### src/rtl/host_bus_arbiter_pkg.sv
// host_bus_arbiter_pkg: shared FSM state enum and host-bus rw encodings
package host_bus_arbiter_pkg;
  typedef enum logic [1:0] {ST_IDLE, ST_ISSUE, ST_WAIT_DONE, ST_CLEAR} state_e;
  localparam logic [1:0] RW_IDLE  = 2'b00;
  localparam logic [1:0] RW_WRITE = 2'b01;
  localparam logic [1:0] RW_READ  = 2'b10;
  localparam logic [1:0] RW_BOTH  = 2'b11;
endpackage

### src/rtl/host_bus_arbiter_picker.sv
// rr_priority_picker: pick lowest set request at or above i_ptr, else lowest overall
// Ports: i_req (request vector), i_ptr (search start index), o_grant (one-hot), o_valid (any request)
module rr_priority_picker #(
  parameter int NUM_REQ = 4,
  parameter int IDX_W   = $clog2(NUM_REQ)
) (
  input  logic [NUM_REQ-1:0] i_req,
  input  logic [IDX_W-1:0]   i_ptr,
  output logic [NUM_REQ-1:0] o_grant,
  output logic               o_valid
);
  logic [NUM_REQ-1:0] w_hi, w_src;
  // requests at index >= pointer win first; otherwise the search wraps to index 0
  assign w_hi    = i_req & ~((NUM_REQ'(1) << i_ptr) - NUM_REQ'(1));
  assign w_src   = |w_hi ? w_hi : i_req;
  assign o_grant = w_src & (~w_src + NUM_REQ'(1));
  assign o_valid = |i_req;
endmodule

### src/rtl/host_bus_arbiter.sv
// host_bus_arbiter: arbitrates NUM_REQ requesters onto one simple_axi_master host bus
// Requester side: i_req/i_req_rw/i_req_addr/i_req_wdata in; o_req_done/o_req_err/o_rdata/o_grant out.
// Master side: o_addr/o_wdata/o_rw/o_clear_done out; i_rdata/i_wait/i_done/i_invalid/i_error in.
// Define HOST_BUS_ARB_FIXED_PRIO_EN for fixed lowest-index priority instead of round-robin.
module host_bus_arbiter
  import host_bus_arbiter_pkg::*;
#(
  parameter int NUM_REQ    = 4,
  parameter int ADDR_WIDTH = 32,
  parameter int DATA_WIDTH = 32
) (
  input  logic                          i_clk,
  input  logic                          i_rst,
  input  logic [NUM_REQ-1:0]            i_req,
  input  logic [2*NUM_REQ-1:0]          i_req_rw,
  input  logic [NUM_REQ*ADDR_WIDTH-1:0] i_req_addr,
  input  logic [NUM_REQ*DATA_WIDTH-1:0] i_req_wdata,
  output logic [NUM_REQ-1:0]            o_req_done,
  output logic                          o_req_err,
  output logic [DATA_WIDTH-1:0]         o_rdata,
  output logic [NUM_REQ-1:0]            o_grant,
  output logic [ADDR_WIDTH-1:0]         o_addr,
  output logic [DATA_WIDTH-1:0]         o_wdata,
  output logic [1:0]                    o_rw,
  output logic                          o_clear_done,
  input  logic [DATA_WIDTH-1:0]         i_rdata,
  input  logic                          i_wait,
  input  logic                          i_done,
  input  logic                          i_invalid,
  input  logic                          i_error
);
  localparam int IDX_W = $clog2(NUM_REQ);
  state_e                  r_state, w_next;
  logic [NUM_REQ-1:0]      r_grant, w_elig, w_pick;
  logic                    w_valid, w_latch, w_active, w_unused_wait;
  logic [1:0]              r_rw, w_sel_rw;
  logic [ADDR_WIDTH-1:0]   r_addr, w_sel_addr;
  logic [DATA_WIDTH-1:0]   r_wdata, w_sel_wdata, r_rdata;
  logic                    r_err;
  logic [IDX_W-1:0]        w_ptr;
  // the master's busy flag is informational; completion is signalled by i_done alone
  assign w_unused_wait = i_wait;
  always_comb begin
    w_elig      = '0;
    w_sel_rw    = RW_IDLE;
    w_sel_addr  = '0;
    w_sel_wdata = '0;
    for (int k = 0; k < NUM_REQ; k++) begin
      w_elig[k]   = i_req[k] && (i_req_rw[2*k +: 2] != RW_IDLE);
      w_sel_rw    = w_sel_rw | ({2{w_pick[k]}} & i_req_rw[2*k +: 2]);
      w_sel_addr  = w_sel_addr | ({ADDR_WIDTH{w_pick[k]}} & i_req_addr[ADDR_WIDTH*k +: ADDR_WIDTH]);
      w_sel_wdata = w_sel_wdata | ({DATA_WIDTH{w_pick[k]}} & i_req_wdata[DATA_WIDTH*k +: DATA_WIDTH]);
    end
  end
  rr_priority_picker #(.NUM_REQ(NUM_REQ), .IDX_W(IDX_W)) u_picker (
    .i_req   (w_elig),
    .i_ptr   (w_ptr),
    .o_grant (w_pick),
    .o_valid (w_valid)
  );
  assign w_latch = (r_state == ST_IDLE) && w_valid;
`ifdef HOST_BUS_ARB_FIXED_PRIO_EN
  assign w_ptr = '0;
`else
  logic [IDX_W-1:0] r_ptr, w_win_idx;
  always_comb begin
    w_win_idx = '0;
    for (int k = 0; k < NUM_REQ; k++)
      if (w_pick[k]) w_win_idx = IDX_W'(k);
  end
  always_ff @(posedge i_clk or posedge i_rst)
    if (i_rst) r_ptr <= '0;
    else if (w_latch) r_ptr <= (w_win_idx == IDX_W'(NUM_REQ-1)) ? '0 : w_win_idx + 1'b1;
  assign w_ptr = r_ptr;
`endif
  // rw=11 is granted but skips the master entirely and completes with an error
  always_comb begin
    w_next = r_state == ST_IDLE      ? (w_valid ? (w_sel_rw == RW_BOTH ? ST_CLEAR : ST_ISSUE) : ST_IDLE)
           : r_state == ST_ISSUE     ? ST_WAIT_DONE
           : r_state == ST_WAIT_DONE ? (i_done ? ST_CLEAR : ST_WAIT_DONE)
           : ST_IDLE;
  end
  always_ff @(posedge i_clk or posedge i_rst)
    if (i_rst) r_state <= ST_IDLE;
    else r_state <= w_next;
  always_ff @(posedge i_clk or posedge i_rst) begin
    if (i_rst) begin
      r_grant <= '0;
      r_rw    <= RW_IDLE;
      r_addr  <= '0;
      r_wdata <= '0;
      r_rdata <= '0;
      r_err   <= 1'b0;
    end else begin
      if (w_latch) begin
        r_grant <= w_pick;
        r_rw    <= w_sel_rw;
        r_addr  <= w_sel_addr;
        r_wdata <= w_sel_wdata;
        r_rdata <= '0;
        r_err   <= (w_sel_rw == RW_BOTH);
      end
      if (r_state == ST_WAIT_DONE && i_done) begin
        r_rdata <= i_rdata;
        r_err   <= i_error | i_invalid;
      end
      if (r_state == ST_CLEAR) r_grant <= '0;
    end
  end
  assign w_active     = (r_state == ST_ISSUE) || (r_state == ST_WAIT_DONE);
  assign o_grant      = r_grant;
  assign o_rw         = w_active ? r_rw : RW_IDLE;
  assign o_addr       = w_active ? r_addr : '0;
  assign o_wdata      = w_active ? r_wdata : '0;
  assign o_clear_done = (r_state == ST_CLEAR) && (r_rw != RW_BOTH);
  assign o_req_done   = (r_state == ST_CLEAR) ? r_grant : '0;
  assign o_rdata      = (r_state == ST_CLEAR) ? r_rdata : '0;
  assign o_req_err    = (r_state == ST_CLEAR) && r_err;
endmodule

### config.mk
export PLATFORM = sky130hd
export DESIGN_NAME = host_bus_arbiter
export DESIGN_NICKNAME = d
export VERILOG_FILES = /design/src/rtl/host_bus_arbiter_pkg.sv /design/src/rtl/host_bus_arbiter_picker.sv /design/src/rtl/host_bus_arbiter.sv
export SDC_FILE = /design/constraint.sdc
export NUM_CORES = 1
export LEC_CHECK = 0
export ABC_AREA = 1
export CORE_AREA = 3 3 159 161
export CTS_CLUSTER_SIZE = 28
export DETAILED_ROUTE_END_ITERATION = 16
export DIE_AREA = 0 0 162 164
export GPL_ROUTABILITY_DRIVEN = 0
export SLEW_MARGIN = 10
export SYNTH_ARGS = -nofsm -noshare
export SYNTH_HDL_FRONTEND = slang
export SYNTH_SLANG_ARGS = --single-unit
### constraint.sdc
create_clock -name i_clk -period 5.2 [get_ports i_clk]
set_input_delay 0.78 -clock i_clk [delete_from_list [all_inputs] [get_ports i_clk]]
set_output_delay 0.78 -clock i_clk [all_outputs]
set_load 0.01 [all_outputs]
==> impl_metrics.yaml <==
hold_path:
  hold_path.class: "reg -> reg"
timing:
  rsz0062_at_grt: "false"
  finalWorstSetupSlack_ps: 1540
  tightest_slew_ps: 909
  slew_viol_final: 0
  period_share_pct: 70.3
  finalHoldViolCount: 0
  skew_ps: 9.29
  fmax_mhz: 274
  relSlewSlack_pct: 39.3
  fin_crit_ps: 3660
  tns_ps: 0
  finalSetupViolations: 0
detailed_routing:
  drc: 0
  wl_per_cell_um: 16.0
  dr.pass1.iters: 5
  routed_wl_um: 28600
  vias: 7932
  via_per_inst: 4.44
  first_iter_violations: 513
  drtAntennaViolNets: 0
cells_and_area:
  nets: 1766
  final.fill_count: 2514
  utilization_pct: 47.8
  regArea_mm2: 0.00268
  drive_above_1_share_pct: 3.56
  n_antenna_cell: 0
  multi_input_area_mm2: 0.00314
  fin_area_mm2: 0.0115
  area_growth_syn_to_layout_pct: 68.6
power_and_ir_drop:
  p_leak_uw: 0.00577
  irDropWorstVdd_v: 0.000288
  p_per_area_mw_per_mm2: 502
  finalPower_uw: 5780
worst_setup_path:
  cpMostUsedCell: "inv_1"
  cp-start-kind: "register"
  path_cells: "inv_1, ha_2, buf_4, nand2_1, inv_1, clkdlybuf4s50_1"
  path_buf_inv: 4
  setup.worst_path.class: "reg -> out"
  required_ps: 4420
  end_kind: "primary output"
  path_max_fanout: 36
  cp_slowest_cell: "ha_2"
  cp.arrival_ps: 2880
  critical-path-top-delay-family: "buffers and inverters"
  slowest_delay_ps: 750
synth:
  synth_ff_type: "dfrtp_1"
  seq_area_frac_synth_pct: 39.2
  syn-num-nets: 1388
  yosysTopAreaCell: "dfrtp_1"
  synthTopCellsByArea: "dfrtp_1 (39%), nand2_1 (25%), inv_1 (10%)"
  synth_common_cells: "nand2_1 (448), inv_1 (185), dfrtp_1 (107)"
  synth.distinct_cells: 27
  synth_cells: 1078
  synth.ff_latch_count: 107
  syn_area_mm2: 0.00683
  synth_edf_count: 0
  synthDominantCellAreaShare_pct: 39.2
  syn_avg_cell_area_um2: 6.34
  yosysMostFrequentCell: "nand2_1"
  ys_async_sr_fraction_pct: 100
  synth-warning-count: 0
placement:
  place_ws_ps: 1690
  place_area_mm2: 0.0112
  hpwl_um: 21700
  io_buffers: 412
global_route:
  grt_pass1_vias: 7890
  antenna_found_initial: 1
  grt_max_degree: 67
  grt_first_pass_wirelength_um: 44000
  overflow: 0
  grt.total_usage_pct: 21.1
clock_tree:
  cts-buffers-inserted: 9
  clk_pin_slew_ps: 80
  post_cts.repair.setup_buffers: 0
  cts_resized: 0
  cts_root_buffer: "clkbuf_16"
  clk_latency_ps: 350
  hold_buffers: 0
  h-tree-depth: 3
  clock_path_buffers: 2
  cts_tree: "built"
  cts_num_sinks: 107
die:
  die_y_um: 164
  pin_count: 414
  initial_core_util_pct: 28.3
  core_area_mm2: 0.0241
  die_area_mm2: 0.0266
  rows: 57
  die_w_um: 162
status:
  status: "finished clean"
flow_run:
  cap_violations: 0
==> area by class of cell <==
| cell class | instances | area share (%) |
|---|---|---|
| tap | 324 | 3.52 |
| clock inverter | 7 | 0.684 |
| sequential | 107 | 23.2 |
| multi-input combinational | 719 | 27.3 |
| clock buffer | 9 | 1.96 |
| timing repair buffer | 429 | 37.1 |
| inverter | 190 | 6.21 |
==> worst register-to-register path: stages, from the launching register on <==
cell and delay, ps:
dfrtp_1 410, nor2_1 120, nand3_1 110, nand2_1 120
nor2_4 50, nand2_1 70, nand2_2 70, inv_2 140
nand3_2 130, inv_2 560, buf_4 360, nand2_1 70
nand3_1 160, o21ai_1 100, inv_1 70
==> cells by family (layout without fill, tap and decap cells) <==
logic type	Yosys count	count (layout)	synth area share, %
flip-flops	107	107	39.2
AO/OA/AOI/OAI	141	141	10.6
buffers and inverters	252	635	15.1
AND/OR/NAND/NOR	574	574	34.5
adder cells (fa/ha/maj)	4	4	0.732
==> through the flow <==
| stage | hold slack, ps | cells |
|---|---|---|
| after floorplan | 455 | 1078 |
| after global placement | 468 | 1769 |
| after detailed placement | 471 | 1769 |
| after CTS | 493 | 1785 |
| after global routing | 508 | 1785 |
| final | 488 | 1785 |
==> cell usage in the layout, fill, tap and decap left out, types with 7 or more instances in the layout <==
cell / count
a21oi_1: 66
buf_4: 15
clkbuf_16: 9
clkdlybuf4s50_1: 412
dfrtp_1: 107
inv_1: 184
nand2_1: 448
nand3_1: 105
o21ai_0: 7
o21ai_1: 63
==> flip-flops by register name (all words and copies together) (netlist names) <==
name,flops
r_rw,2
r_addr,32
r_err,1
r_wdata,32
r_rdata,32
r_state,2
r_ptr,2
o_grant,4
==> final timing paths <==
check | from | endpoint | slack [ps] | cells after the start
worst max-delay path | r_state[0] | o_addr[31] | 1540 | 6
worst min-delay path | r_wdata[27] | r_wdata[27] | 490 | 2
worst max register to register | r_ptr[0] | r_addr[30] | 2610 | 14
worst min register to register | r_wdata[27] | r_wdata[27] | 490 | 2
max in group asynchronous | i_rst | r_wdata[14] | 3480 | 3
min in group asynchronous | i_rst | r_rdata[1] | 810 | 2
==> routing by layer <==
layer / wire (um) / track usage [%] / part of all wire (%)
met4: 399 / 4.77 / 1.4
met2: 14000 / 37.2 / 49
met5: 17 / 0 / 0.059
met3: 2140 / 5.04 / 7.5
met1: 12100 / 26.1 / 42
==> power breakdown <==
group,leakage (uW),total [uW],internal [uW],switching [uW]
Sequential,0.00131,1440,1230,208
Clock,0.000148,696,343,353
Combinational,0.00432,3650,1580,2070
(Power assumes the default switching activity.)
==> RTL edit: new RTL, same flow settings <==
The parameter `DATA_WIDTH` goes from 32 to 28.
--- a/src/rtl/host_bus_arbiter.sv
+++ b/src/rtl/host_bus_arbiter.sv
@@ -7,7 +7,7 @@
 #(
   parameter int NUM_REQ    = 4,
   parameter int ADDR_WIDTH = 32,
-  parameter int DATA_WIDTH = 32
+  parameter int DATA_WIDTH = 28
 ) (
   input  logic                          i_clk,
   input  logic                          i_rst,
Ports: changed (resized i_rdata, i_req_wdata, o_rdata and o_wdata); port bits go from 414 to 386. The function was not compared with the original's and may differ.
==> RTL edit against the original RTL <==
Routed wire length shrank 11%. Clock power grew 1%. Cell area shrank 6.4%. Highest routed layer unchanged. Setup slack lost 37 ps. Sequential cell count shrank 8. Synthesized area shrank 4.9%. Clock skew grew 3.3 ps. Power shrank 6.6%.
==> RTL edit: results (changes against the original RTL) <==
cells_and_area:
  fill_cells: 2502  # -0.48%
  drive_above_1_share_pct: 3.83  # +0.27 points
  fin_nets: 1644  # -6.9%
  top_regs: "r_addr (32), r_rdata (28), r_wdata (28)"
  post-route-util_pct: 44.7  # -3.0 points
placement:
  hpwl_um: 18700  # -14%
  numPortBuffers: 384  # -6.8%
  dp_slack_ps: 1560  # -130 ps
yosys:
  synthDistinctLibCells: 30  # +11%
  syn_nets: 1297  # -6.6%
  yosysSeqAreaShare_pct: 38.1  # -1.1 points
  synth_compound_area_share_pct: 10.8  # +0.27 points
  synth.area.top_cells: "dfrtp_1 (38%), nand2_1 (24%), inv_1 (10%)"
worst_setup_path:
  r2r-end: "r_addr[18]$_DFFE_PP0P_"
  cp-startpoint: "r_state[1]$_DFF_PP0_"
  path_max_fanout: 55  # +53%
global_route:
  grt_pass1_vias: 7091  # -10%
  grt_use_total_pct: 18.5  # -2.5 points
detailed_routing:
  drt_iter0_drc: 361  # -30%
  num_vias: 7304  # -7.9%
run_status:
  status: "finished, final reports clean"
hold_path:
  worstHoldStart: "r_wdata[24]$_DFFE_PP0P_"
  min_to: "r_wdata[24]$_DFFE_PP0P_"
timing:
  hold_ws_ps: 486  # -2.16 ps
  finClkSkew_ps: 12.6  # +3.26 ps
power:
  switchingPower_mw: 2.41  # -8.5%
  p_leak_nw: 5.37  # -7.1%
==> RTL edit: cell types whose count changed in the layout (fill, tap and decap cells not counted), moves of 2 or more <==
cell / delta
dfrtp_1: -8
o21ai_1: -3
buf_4: -6
nor2_4: -2
a21oi_1: -10
clkinv_8: -2
inv_1: -12
clkdlybuf4s50_1: -28
a21oi_2: +6
nand2_1: -32
nand3_1: -8
==> RTL edit: metal layers <==
metal  routed length (um)  GRT usage [%]  share of wire, %  vias to the layer above
met5                   18              0             0.070                        -
met4                  263           4.19               1.0                        2
met3                 2250           5.98               8.8                       17
met2                12300           32.0                48                      243
met1                10700           22.5                42                     3285
li1                     -              -                 -                     3757
==> RTL edit: worst max-delay path by stage <==
stage,depth (start not counted),slack (ps),to
floorplan,1,1830,o_grant[0]$_DFFE_PP0P_
global placement,13,1600,r_wdata[24]$_DFFE_PP0P_
detailed placement,13,1560,r_wdata[24]$_DFFE_PP0P_
CTS,6,1430,o_addr[26]
global route,6,1280,o_addr[25]
finish,6,1510,o_addr[26]
==> RTL edit: power groups by stage <==
stage	Clock, mW	Sequential [mW]	Combinational, mW
final	0.703	1.34	3.36
after global routing	0.755	1.38	3.77
after CTS	0.734	1.34	3.43
after detailed placement	0	1.35	3.41
after global placement	0	1.34	3.39
after floorplan	0	1.31	1.96
==> RTL edit: final cells by class <==
cell class / count / area share, %
flip-flops and latches: 99 / 23.0
inverters: 178 / 6.27
well taps: 324 / 3.76
repair buffers: 395 / 36.6
multi-input cells: 671 / 27.5
clock buffers: 9 / 2.09
clock inverters: 7 / 0.777
==> RTL edit: critical path, delay by kind of cell (launching register included) <==
kind                     cells  cell delay, ps
adder cells (fa/ha/maj)      1            1100
buffers and inverters        4            1000
flip-flops                   1             390
AND/OR/NAND/NOR              1              70
